[src/rtl/fosfor_present_host.sv]
// Host-side register front end for a PRESENT-style cipher core: nibble/byte staging,
// self-clearing command register, address-mapped plaintext/key/result access and a run FSM.
// Optional build macro FOSFOR_AUTOINC_EN: address register post-increments after read/write commands.
module fosfor_present_host #(
    parameter int BUS_W = 4,
    parameter int KEY_W = 80
) (
    input  logic               Clk_ik,
    input  logic               Reset_ir,
    input  logic [1:0]         Addr_ib,
    input  logic [BUS_W-1:0]   Data_ib,
    output logic [7:0]         Data_ob,
    output logic [63:0]        PlainText_ob,
    output logic [KEY_W-1:0]   Key_ob,
    output logic               Start_o,
    input  logic               Ready_i,
    input  logic [63:0]        CipherText_ib
);

    localparam int KEY_BYTES = KEY_W / 8;

    typedef enum logic [1:0] {IDLE, WAIT_LOW, RUN} state_t;

    state_t      state, next_state;
    logic [3:0]  cmd;
    logic [7:0]  stage, addr, test_reg, rd_data;
    logic [63:0] result;
    logic        done, err;

    logic [7:0]  data_byte, eff_addr, rd_mux;
    logic        clr_cmd, do_latch, do_read, do_write, start_cmd;
    logic        busy, prot_hit, prot_err;
    logic        start_ok, start_bad, capture;

    assign data_byte = 8'(Data_ib);

    // 0xF is reserved for "clear error" and suppresses every other command bit.
    assign clr_cmd   = (cmd == 4'hF);
    assign do_latch  = cmd[0] && !clr_cmd;
    assign do_read   = cmd[1] && !clr_cmd;
    assign do_write  = cmd[2] && !clr_cmd;
    assign start_cmd = cmd[3] && !clr_cmd;

    assign eff_addr = do_latch ? stage : addr;
    assign busy     = (state != IDLE);
    assign prot_hit = (eff_addr < 8'h08) ||
                      (eff_addr >= 8'h10 && eff_addr < 8'(16 + KEY_BYTES));
    assign prot_err = do_write && busy && prot_hit;

    // NOTE: every always_comb output gets a default first so no path leaves it unassigned (no latch).
    always_comb begin
        rd_mux = 8'h00;
        for (int i = 0; i < 8; i++) begin
            if (eff_addr == 8'(i)) rd_mux = result[8*i +: 8];
        end
        if (eff_addr == 8'h08) rd_mux = test_reg;
    end

    always_comb begin
        next_state = state;
        start_ok   = 1'b0;
        start_bad  = 1'b0;
        capture    = 1'b0;
        case (state)
            IDLE: begin
                if (start_cmd) begin
                    if (Ready_i) begin
                        start_ok   = 1'b1;
                        next_state = WAIT_LOW;
                    end else begin
                        start_bad = 1'b1;
                    end
                end
            end
            WAIT_LOW: begin
                start_bad = start_cmd;
                if (!Ready_i) next_state = RUN;
            end
            RUN: begin
                start_bad = start_cmd;
                if (Ready_i) begin
                    capture    = 1'b1;
                    next_state = IDLE;
                end
            end
            default: next_state = IDLE;
        endcase
    end

    always_ff @(posedge Clk_ik or posedge Reset_ir) begin
        if (Reset_ir) state <= IDLE;
        else          state <= next_state;
    end

    always_ff @(posedge Clk_ik or posedge Reset_ir) begin
        if (Reset_ir) begin
            cmd          <= 4'h0;
            stage        <= 8'h00;
            addr         <= 8'h00;
            test_reg     <= 8'h00;
            rd_data      <= 8'h00;
            result       <= 64'h0;
            PlainText_ob <= 64'h0;
            Key_ob       <= '0;
            Start_o      <= 1'b0;
            done         <= 1'b0;
            err          <= 1'b0;
            Data_ob      <= 8'h00;
        end else begin
            // Command register holds a value for exactly one cycle: it executes on the following edge.
            cmd <= (Addr_ib == 2'b01) ? data_byte[3:0] : 4'h0;

            if (Addr_ib == 2'b10) begin
                if (BUS_W == 8) stage      <= data_byte;
                else            stage[3:0] <= data_byte[3:0];
            end
            if (Addr_ib == 2'b11 && BUS_W == 4) stage[7:4] <= data_byte[3:0];

            if (do_latch) addr <= stage;
`ifdef FOSFOR_AUTOINC_EN
            if (do_read || do_write) addr <= eff_addr + 8'd1;
`endif

            if (do_read) rd_data <= rd_mux;

            if (do_write) begin
                if (eff_addr == 8'h08) test_reg <= stage;
                if (!busy) begin
                    for (int i = 0; i < 8; i++) begin
                        if (eff_addr == 8'(i)) PlainText_ob[8*i +: 8] <= stage;
                    end
                    for (int i = 0; i < KEY_BYTES; i++) begin
                        if (eff_addr == 8'(16 + i)) Key_ob[8*i +: 8] <= stage;
                    end
                end
            end

            Start_o <= start_ok;
            if (start_ok)     done <= 1'b0;
            else if (capture) done <= 1'b1;

            if (clr_cmd)                     err <= 1'b0;
            else if (start_bad || prot_err) err <= 1'b1;

            if (capture) result <= CipherText_ib;

            Data_ob <= Addr_ib[1] ? rd_data : {4'b0, err, done, busy, Ready_i};
        end
    end

endmodule
[config.mk]
export PLATFORM = sky130hd
export DESIGN_NAME = fosfor_present_host
export DESIGN_NICKNAME = d
export VERILOG_FILES = /design/src/rtl/fosfor_present_host.sv
export SDC_FILE = /design/constraint.sdc
export NUM_CORES = 1
export LEC_CHECK = 0
export CAP_MARGIN = 20
export CORE_MARGIN = 2
export CORE_UTILIZATION = 46
export DETAILED_ROUTE_END_ITERATION = 10
export PLACE_DENSITY_LB_ADDON = 0.25
export SKIP_LAST_GASP = 1
export SYNTH_ARGS = -nofsm -noshare
export SYNTH_HDL_FRONTEND = slang
export SYNTH_SLANG_ARGS = --single-unit
[constraint.sdc]
create_clock -name Clk_ik -period 8 [get_ports Clk_ik]
set_input_delay 1.2 -clock Clk_ik [delete_from_list [all_inputs] [get_ports Clk_ik]]
set_output_delay 1.2 -clock Clk_ik [all_outputs]
set_load 0.05 [all_outputs]
# After elaboration in Yosys (flattened, before gate mapping)
# Index checks and enable logic that the tools add are counted.
[word_totals] word_cells=126 inputBits=73 out_inout_bits=153 regBits=257
[op_classes] n_lt_le_gt_ge=3 bitwise=1 n_reduce_logical=36 eq_ne=28 mux=28
[ops] operator="two-way mux 8 bit" n=11
[ops] operator="== test 8 x 5 -> 1 bit (second input constant)" n=10
[ops] operator="AND reduction 3 bit" n=18
[ops] operator="== test 8 x 3 -> 1 bit (second input constant)" n=4
[ops] operator="== test 8 x 2 -> 1 bit (second input constant)" n=2
[ops] operator="two-way mux 1 bit" n=10
[ops] operator="== test 8 x 1 -> 1 bit (second input constant)" n=1
[ops] operator="== test 8 x 4 -> 1 bit (second input constant)" n=1
[ops] operator=">= comparator 8 x 5 -> 1 bit (second input constant)" n=1
[ops] operator="logical NOT 8 bit" n=1
[ops] operator="less-than comparator 8 x 4 -> 1 bit (second input constant)" n=1
[ops] operator="less-than comparator 8 x 5 -> 1 bit (second input constant)" n=1
[ops] operator="two-way mux 2 bit" n=4
[ops] operator="!= test 2 bit (second input constant)" n=4
[ops] operator="logical AND 1 bit" n=7
[ops] operator="== test 2 bit (second input constant)" n=3
[ops] operator="case mux 2 bit (3 select lines)" n=1
[ops] operator="nonzero test 2 bit" n=3
[ops] operator="== test 2 x 1 -> 1 bit (second input constant)" n=2
[ops] operator="== test 4 bit (second input constant)" n=1
[ops] operator="two-way mux 4 bit" n=1
[ops] operator="AND reduction 4 bit" n=1
[ops] operator="logical NOT 2 bit" n=1
[ops] operator="logical OR 1 bit" n=2
[ops] operator="5 further kinds" n=5

# Longest topological paths before layout
# Gate-level depths: netlist (run 1).
[depth] ltp_word=14 depth_mapped=10

# Worst setup path before layout (run 1)
# Ideal clock, no wire load.
[synth_timing] kind="input to register" startpoint="input port Ready_i" endpoint="register result[0]" slack_ns=5.754 n_path_buf=1 t_required_ns=7.875 arrival_time_ns=2.122 cell_stages=3 setup_time_ns=0.125 cell_sequence="nand2_1 > clkbuf_1 > mux2_2"
[synth_via] elab_chain_len=2
[synth_rtl] item="start, declared" line="16" source="input logic Ready_i,"
[synth_rtl] item="two-way mux 1 bit" line="81" source="if (Ready_i) begin"
[synth_rtl] item="two-way mux 1 bit" line="64" source="case (state)"
[synth_rtl] item="end signal, assigned" line="145" source="if (capture) result <= CipherText_ib;"
[synth_rtl] item="end, declared" line="27" source="logic [63:0] result;"
# No other way between the ends.
# A chain may end at the register's enable or synchronous reset.

# Worst setup path in the final report (run 1)
[layout_timing] startpoint="register cmd[0]" endpoint="register Key_ob[27]"
[layout_via] elab_chain_len=6 elab_cells_between_ends=7
[layout_rtl] item="start, declared" line="25" source="logic [3:0] cmd;"
[layout_rtl] item="start signal, assigned" line="111" source="cmd <= (Addr_ib == 2'b01) ? data_byte[3:0] : 4'h0;"
[layout_rtl] item="== test 4 bit" line="38" source="assign clr_cmd = (cmd == 4'hF);"
[layout_rtl] item="logical NOT 1 bit" line="39, 41"
[layout_rtl] item="logical AND 1 bit" line="39" source="assign do_latch = cmd[0] && !clr_cmd;"
[layout_rtl] item="two-way mux 8 bit"
[layout_rtl] item="== test 8 x 5 -> 1 bit" line="133" source="if (eff_addr == 8'(16 + i)) Key_ob[8*i +: 8] <= stage;"
[layout_rtl] item="AND reduction 3 bit (no source line) (*)"
[layout_rtl] item="end signal, assigned by index" line="133"
[layout_rtl] item="end, declared" line="14" source="output logic [KEY_W-1:0] Key_ob,"
# Every way passes the cells marked *; elsewhere a longest branch is shown, timed or not.

==> results of run 1 <==
==> worst paths after layout <==
path / startpoint / to
worst max-delay path: cmd[0] / Key_ob[27]
worst min-delay path: PlainText_ob[0] / PlainText_ob[0]
worst max register to register: cmd[0] / Key_ob[27]
worst min register to register: PlainText_ob[0] / PlainText_ob[0]
max in group asynchronous: Reset_ir / PlainText_ob[50]
min in group asynchronous: Reset_ir / PlainText_ob[28]
==> report_power, final <==
group / leakage [uW] / total [uW] / switching [uW] / internal (uW)
clock: 0.000432 / 1210 / 497 / 715
sequential: 0.00338 / 1770 / 208 / 1570
combinational: 0.00252 / 931 / 515 / 416
==> routing by layer <==
| layer | wire length [um] | up-vias | global-route usage (%) |
|---|---|---|---|
| li1 | - | 3220 | - |
| met5 | 0 | - | 0 |
| met4 | 510 | 0 | 6.104 |
| met3 | 2293 | 45 | 6.305 |
| met2 | 12970 | 278 | 35.10 |
| met1 | 12390 | 3710 | 32.08 |
==> worst reg2reg max path, stage by stage, from the launching register on <==
cell and delay (ns):
dfrtp_1 0.84, inv_1 0.30, or4_1 0.54, o31ai_1 0.13
nand4_4 0.22, nor2b_1 0.64, mux2_2 0.41
==> area by class of cell <==
class / count / area, um2
Clock buffer: 40 / 794.5
Clock inverter: 8 / 68.82
Fill cell: 1862 / 9074
Inverter: 11 / 45.04
Multi-Input combinational cell: 455 / 4190
Sequential cell: 257 / 6431
Tap cell: 319 / 399.1
Timing Repair Buffer: 231 / 2330
==> metrics by stage <==
| stage | total power, uW | util [%] | hold WS (ns) |
|---|---|---|---|
| floorplan | 2380 | - | 0.4505 |
| global placement | 2697 | 57.26 | 0.4659 |
| detailed placement | 2717 | 57.26 | 0.4714 |
| CTS | 3944 | 60.96 | 0.4892 |
| global route | 4095 | 61.11 | 0.5141 |
| finish | 3919 | 61.11 | 0.4860 |
==> cells by family after synthesis <==
group	count (synthesis)	synth area share, %
mux	234	24.26
fa+ha+maj	5	0.5769
compound gates	101	7.235
buf+inv	51	2.077
simple gates	115	6.542
flops	257	59.31
==> placed cells by master, fill, tap and decap left out, types with 7 or more instances in the layout <==
cell type        synthesis  final
nand3_1                  8      8
clkbuf_8                 0      7
mux2_2                 229    229
a32oi_1                  7      7
a21oi_1                 10     10
nand2_1                 18     17
clkdlybuf4s50_1          0    225
clkbuf_16                0     27
o21ai_0                 15     15
dfrtp_1                257    257
nor2_1                  21     21
o2bb2ai_1                7      7
nor2_4                  10     10
a221oi_1                 9      9
and2_1                  10     10
o22ai_1                 10     10
inv_1                    9      8
==> metrics.txt, run 1 <==
status=completed; placed insts=between 1000 and 1500; Post-Syn Instances=763; setup violators final=0; Worst Skew=0.01180 ns; CTS Buf Count=27; Largest regs=Key_ob: 80 flops, PlainText_ob: 64 flops, result: 64 flops; Synth area leaders=dfrtp_1, mux2_2, nor2_4, clkbuf_1, a221oi_1; number of library cell types mapped by synthesis=65; Site Rows=56; IO Pins=between 200 and 250; sequential area share after synthesis=59.31%; PwrDens=between 200 and 300 nW/um2; post-synth top area share=59.31%; Biggest register=Key_ob; setup bufs post-CTS=0; max reg flops=80; ys async rst share=100.0%; worst min path class=register to register; YS warnings=0; critical path type=register to register; maximum VDD drop=around 210 uV; Final Hold Violating Endpoints=0; area of the core=23330 um2; DR pass1 iterations=6; Root Buffer=clkbuf_16; most frequent cell after synthesis=dfrtp_1; Post-synth top cells=dfrtp_1, mux2_2, clkbuf_1; Max Clock Freq=314.1 MHz; starting density of the core=about 46%; Min Clock Period, post-route=3.184 ns; Post-DRT Antenna Nets=0; Critical Path Max Stage Delay=0.84 ns; Slew Limit Fails=0; Finished Cell Area=14260 um2; R2R cell count=6; ANT cells=0; clock tree buffer depth=3; quantity of I/O buffers inserted on ports=225; Seq cells post-synth=roughly 260; Die ar.=roughly 25000 um2; total wire length=28170 um; RSZ-0062 raised after global routing=no; H-tree depth=1; Syn Std Cell Area=10840 um2; Final #Nets=1061; Crit path buffers/inverters=1; crit path cell chain=inv_1 -> or4_1 -> o31ai_1 -> nand4_4 -> nor2b_1 -> mux2_2; DR WL/cell=21.32 um; Clock transition at path regs=approximately 0.060 ns; Leak=around 0.0063 uW; Hold-fix buffers, CTS=0; mean area per synthesized cell=14.21 um2; Worst Tran Pin Value=1.065 ns; worst skew pair latency=0.54 ns; critical path arrival=3.60 ns; Die W=157.5 um; slowest CP cell=dfrtp_1; Critical Path RT=8.42 ns; startpoint types=register; MaxCap Viol Count=0; fin crit share=39.80%; vias per cell=5.491; top_reg_cell synth=dfrtp_1; antenna violations before repair=0; CTS tree=done; GRT Util Overall=22.83%; CP Depth=6; CTS sink cnt=257; Syn Nets=~840; DRC violations left=0; placed instance area=13360 um2; layout cells sized above 1=30.74%; Vias=7253; pre-CTS setup slack=4.694 ns; Detailed Place HPWL=18890 um; Final GP Congestion=0.9176; setup total negative slack=0 ns; Hold Crit Depth=1; vias in the first global route=about 7600; drt initial violations=527; critical path's top delay family=simple AND/OR/NAND/NOR gates; final setup margin=4.816 ns; crit path capture type=register; Layout Cells excl Fill=1321; first-pass GRT wire length=43740 um; Synth-to-Final Area Change=31.49%; Chip Height=between 150 and 200 um; CP max FO=22; register-to-register setup slack=4.82 ns; cts repair resizes=0; Post-synth EDFFs=0; global route overflow=0; most area-hungry cell type in the Yosys netlist=dfrtp_1; Slew HR=~29%; largest net degree at the start of global routing=171
(Power assumes the default switching activity.)
==> inputs of run 2 (changes only) <==
==> constraint.sdc (replaced) <==
create_clock -name Clk_ik -period 2.6 [get_ports Clk_ik]
set_input_delay 0.39 -clock Clk_ik [delete_from_list [all_inputs] [get_ports Clk_ik]]
set_output_delay 0.39 -clock Clk_ik [all_outputs]
set_load 0.05 [all_outputs]
==> metrics.txt, run 2 (synthesis gave the netlist of run 1 again) <==
Worst Skew=0.01413 ns; Comb pwr share=25.1%; R2R cell count=8; CTS Buf Count=28; Tot Pwr=12350 uW; GRT Util Overall=24.12%; Slew Limit Fails=0; vias in the first global route=approximately 8000; largest net degree at the start of global routing=74; critical path type=register to register; Largest regs=Key_ob: 80 flops, PlainText_ob: 64 flops, result: 64 flops; commonest cells after routing, fill and taps aside=dfrtp_1, mux2_2, clkdlybuf4s50_1, buf_4, clkbuf_16; Clock Power Share=31.6%; Reg-to-Reg End=Key_ob[46]; setup violators final=0; ANT cells=0; DR WL met2=between 10000 and 15000 um; Biggest register=Key_ob; startpoint types=register; Max Used Layer=met4; commonest non-fill, non-tap cell in the layout=dfrtp_1; Synth-to-Final Area Change=36.04%; antenna violations before repair=0; pre-CTS setup slack=0.009181 ns; Switching Share=between 30% and 40%; Hold-fix buffers, CTS=0; Chip Height=157.5 um; quantity of I/O buffers inserted on ports=225; Die ar.=24820 um2; CP max FO=13; maximum VDD drop=463.8 uV; fin crit share=95.49%; clock tree buffer depth=3; global route overflow=0; Reg-to-Reg Start=cmd[2]; first-pass GRT wire length=45850 um; crit path capture type=register; Internal Power=8462 uW; worst skew pair latency=~0.54 ns; routed wire length on met3=between 2000 and 2500 um; Final Hold Violating Endpoints=0; DR WL/cell=between 20 and 25 um; register-to-register setup slack=~0.12 ns; Site Rows=56; RSZ-0062 raised after global routing=yes; Leak=~0.0066 uW; Detailed Place HPWL=20660 um; Die W=157.5 um; Max Clock Freq=402.8 MHz; sequential share of power=a little over two fifths; max reg flops=80; critical path arrival=2.90 ns; MaxCap Viol Count=0; layout cells sized above 1=34.82%; Worst Tran Pin Value=0.6491 ns; Post-DRT Antenna Nets=0; IO Pins=roughly 230; Slew HR=between 50% and 60%; Clock transition at path regs=around 0.060 ns; PwrDens=approximately 840 nW/um2; CTS tree=done; Final GP Congestion=0.9115; vias per cell=5.402; CTS sink cnt=257; starting density of the core=46.48%; Root Buffer=clkbuf_16; area of the core=approximately 23000 um2; H-tree depth=1; drt initial violations=between 400 and 500; Final #Nets=1108; Vias=7401; DR pass1 iterations=5; status=completed; final setup margin=0.1174 ns; post-layout util=between 60% and 70%; total wire length=29420 um; Min Clock Period, post-route=2.483 ns; worst min path class=primary input to asynchronous set/reset pin; DRC violations left=0; Switch Pwr=a little under 4000 uW; fill count=roughly 1800; Critical Path RT=3.02 ns; M1 WL=13020 um
-- run 2: metal layers --
metal  vias to the layer above  global-route usage (%)
li1                       3332                       -
met1                      3793                   33.64
met2                       236                   38.47
met3                        40                   6.002
met4                         0                   5.195
met5                         -                       0
-- run 2: cell type report --
cell class	count	area, um2	share of cell area [%]
multi-input cells	455	4222	28.62
inverters	11	45.04	0.3053
well taps	319	399.1	2.705
clock buffers	36	802.0	5.436
flip-flops and latches	257	6431	43.59
clock inverters	15	111.4	0.7548
repair buffers	277	2743	18.59
-- run 2: repair_timing --
item / CTS / global route
setup endpoints to repair: 8 / 88
endpoints found under the hold margin: 0 / 0
setup buffers: 0 / 1
pin swaps: 0 / 2
gates resized for setup: 1 / 6
-- run 2: power by group through the flow --
| stage | Sequential (uW) | Combinational (uW) | Clock, uW |
|---|---|---|---|
| 5_1_grt | 5450 | 3300 | 4150 |
| 2_1_floorplan | 5920 | 1410 | 0 |
| 3_5_place_dp | 5400 | 3090 | 0 |
| 4_1_cts | 5350 | 3110 | 3980 |
| 3_3_place_gp | 5380 | 3060 | 0 |
| 6_report | 5350 | 3090 | 3900 |
-- run 2: worst max-delay path: stages (launching register included) --
cell     delay [ns]
dfrtp_1        0.47
nand3_2        0.28
nand2_2        0.19
buf_4          0.14
a21oi_4        0.06
inv_2          0.24
nand4_1        0.28
nor2_4         0.32
mux2_2         0.38
-- run 2: through the flow --
stage          area (um2)  hold slack [ns]  std cells  setup TNS (ns)
5_1_grt             14750           0.2303       1370         -0.1452
6_report            14750           0.2204       1370               0
2_1_floorplan       10850           0.4505        763         -302.13
3_5_place_dp        13790           0.4670       1318               0
3_3_place_gp        13790           0.4631       1318               0
4_1_cts             14710           0.2150       1369               0
-- run 2: worst max-delay path by stage --
stage                         from           to  slack [ns]
after global placement      cmd[2]  test_reg[3]        0.03
final                       cmd[2]   Key_ob[46]        0.12
after global routing        cmd[2]   Key_ob[44]       -0.02
after CTS                   cmd[2]   Key_ob[59]        0.05
after floorplan           Reset_ir   Data_ob[0]       -1.18
after detailed placement    cmd[2]  test_reg[2]       0.009
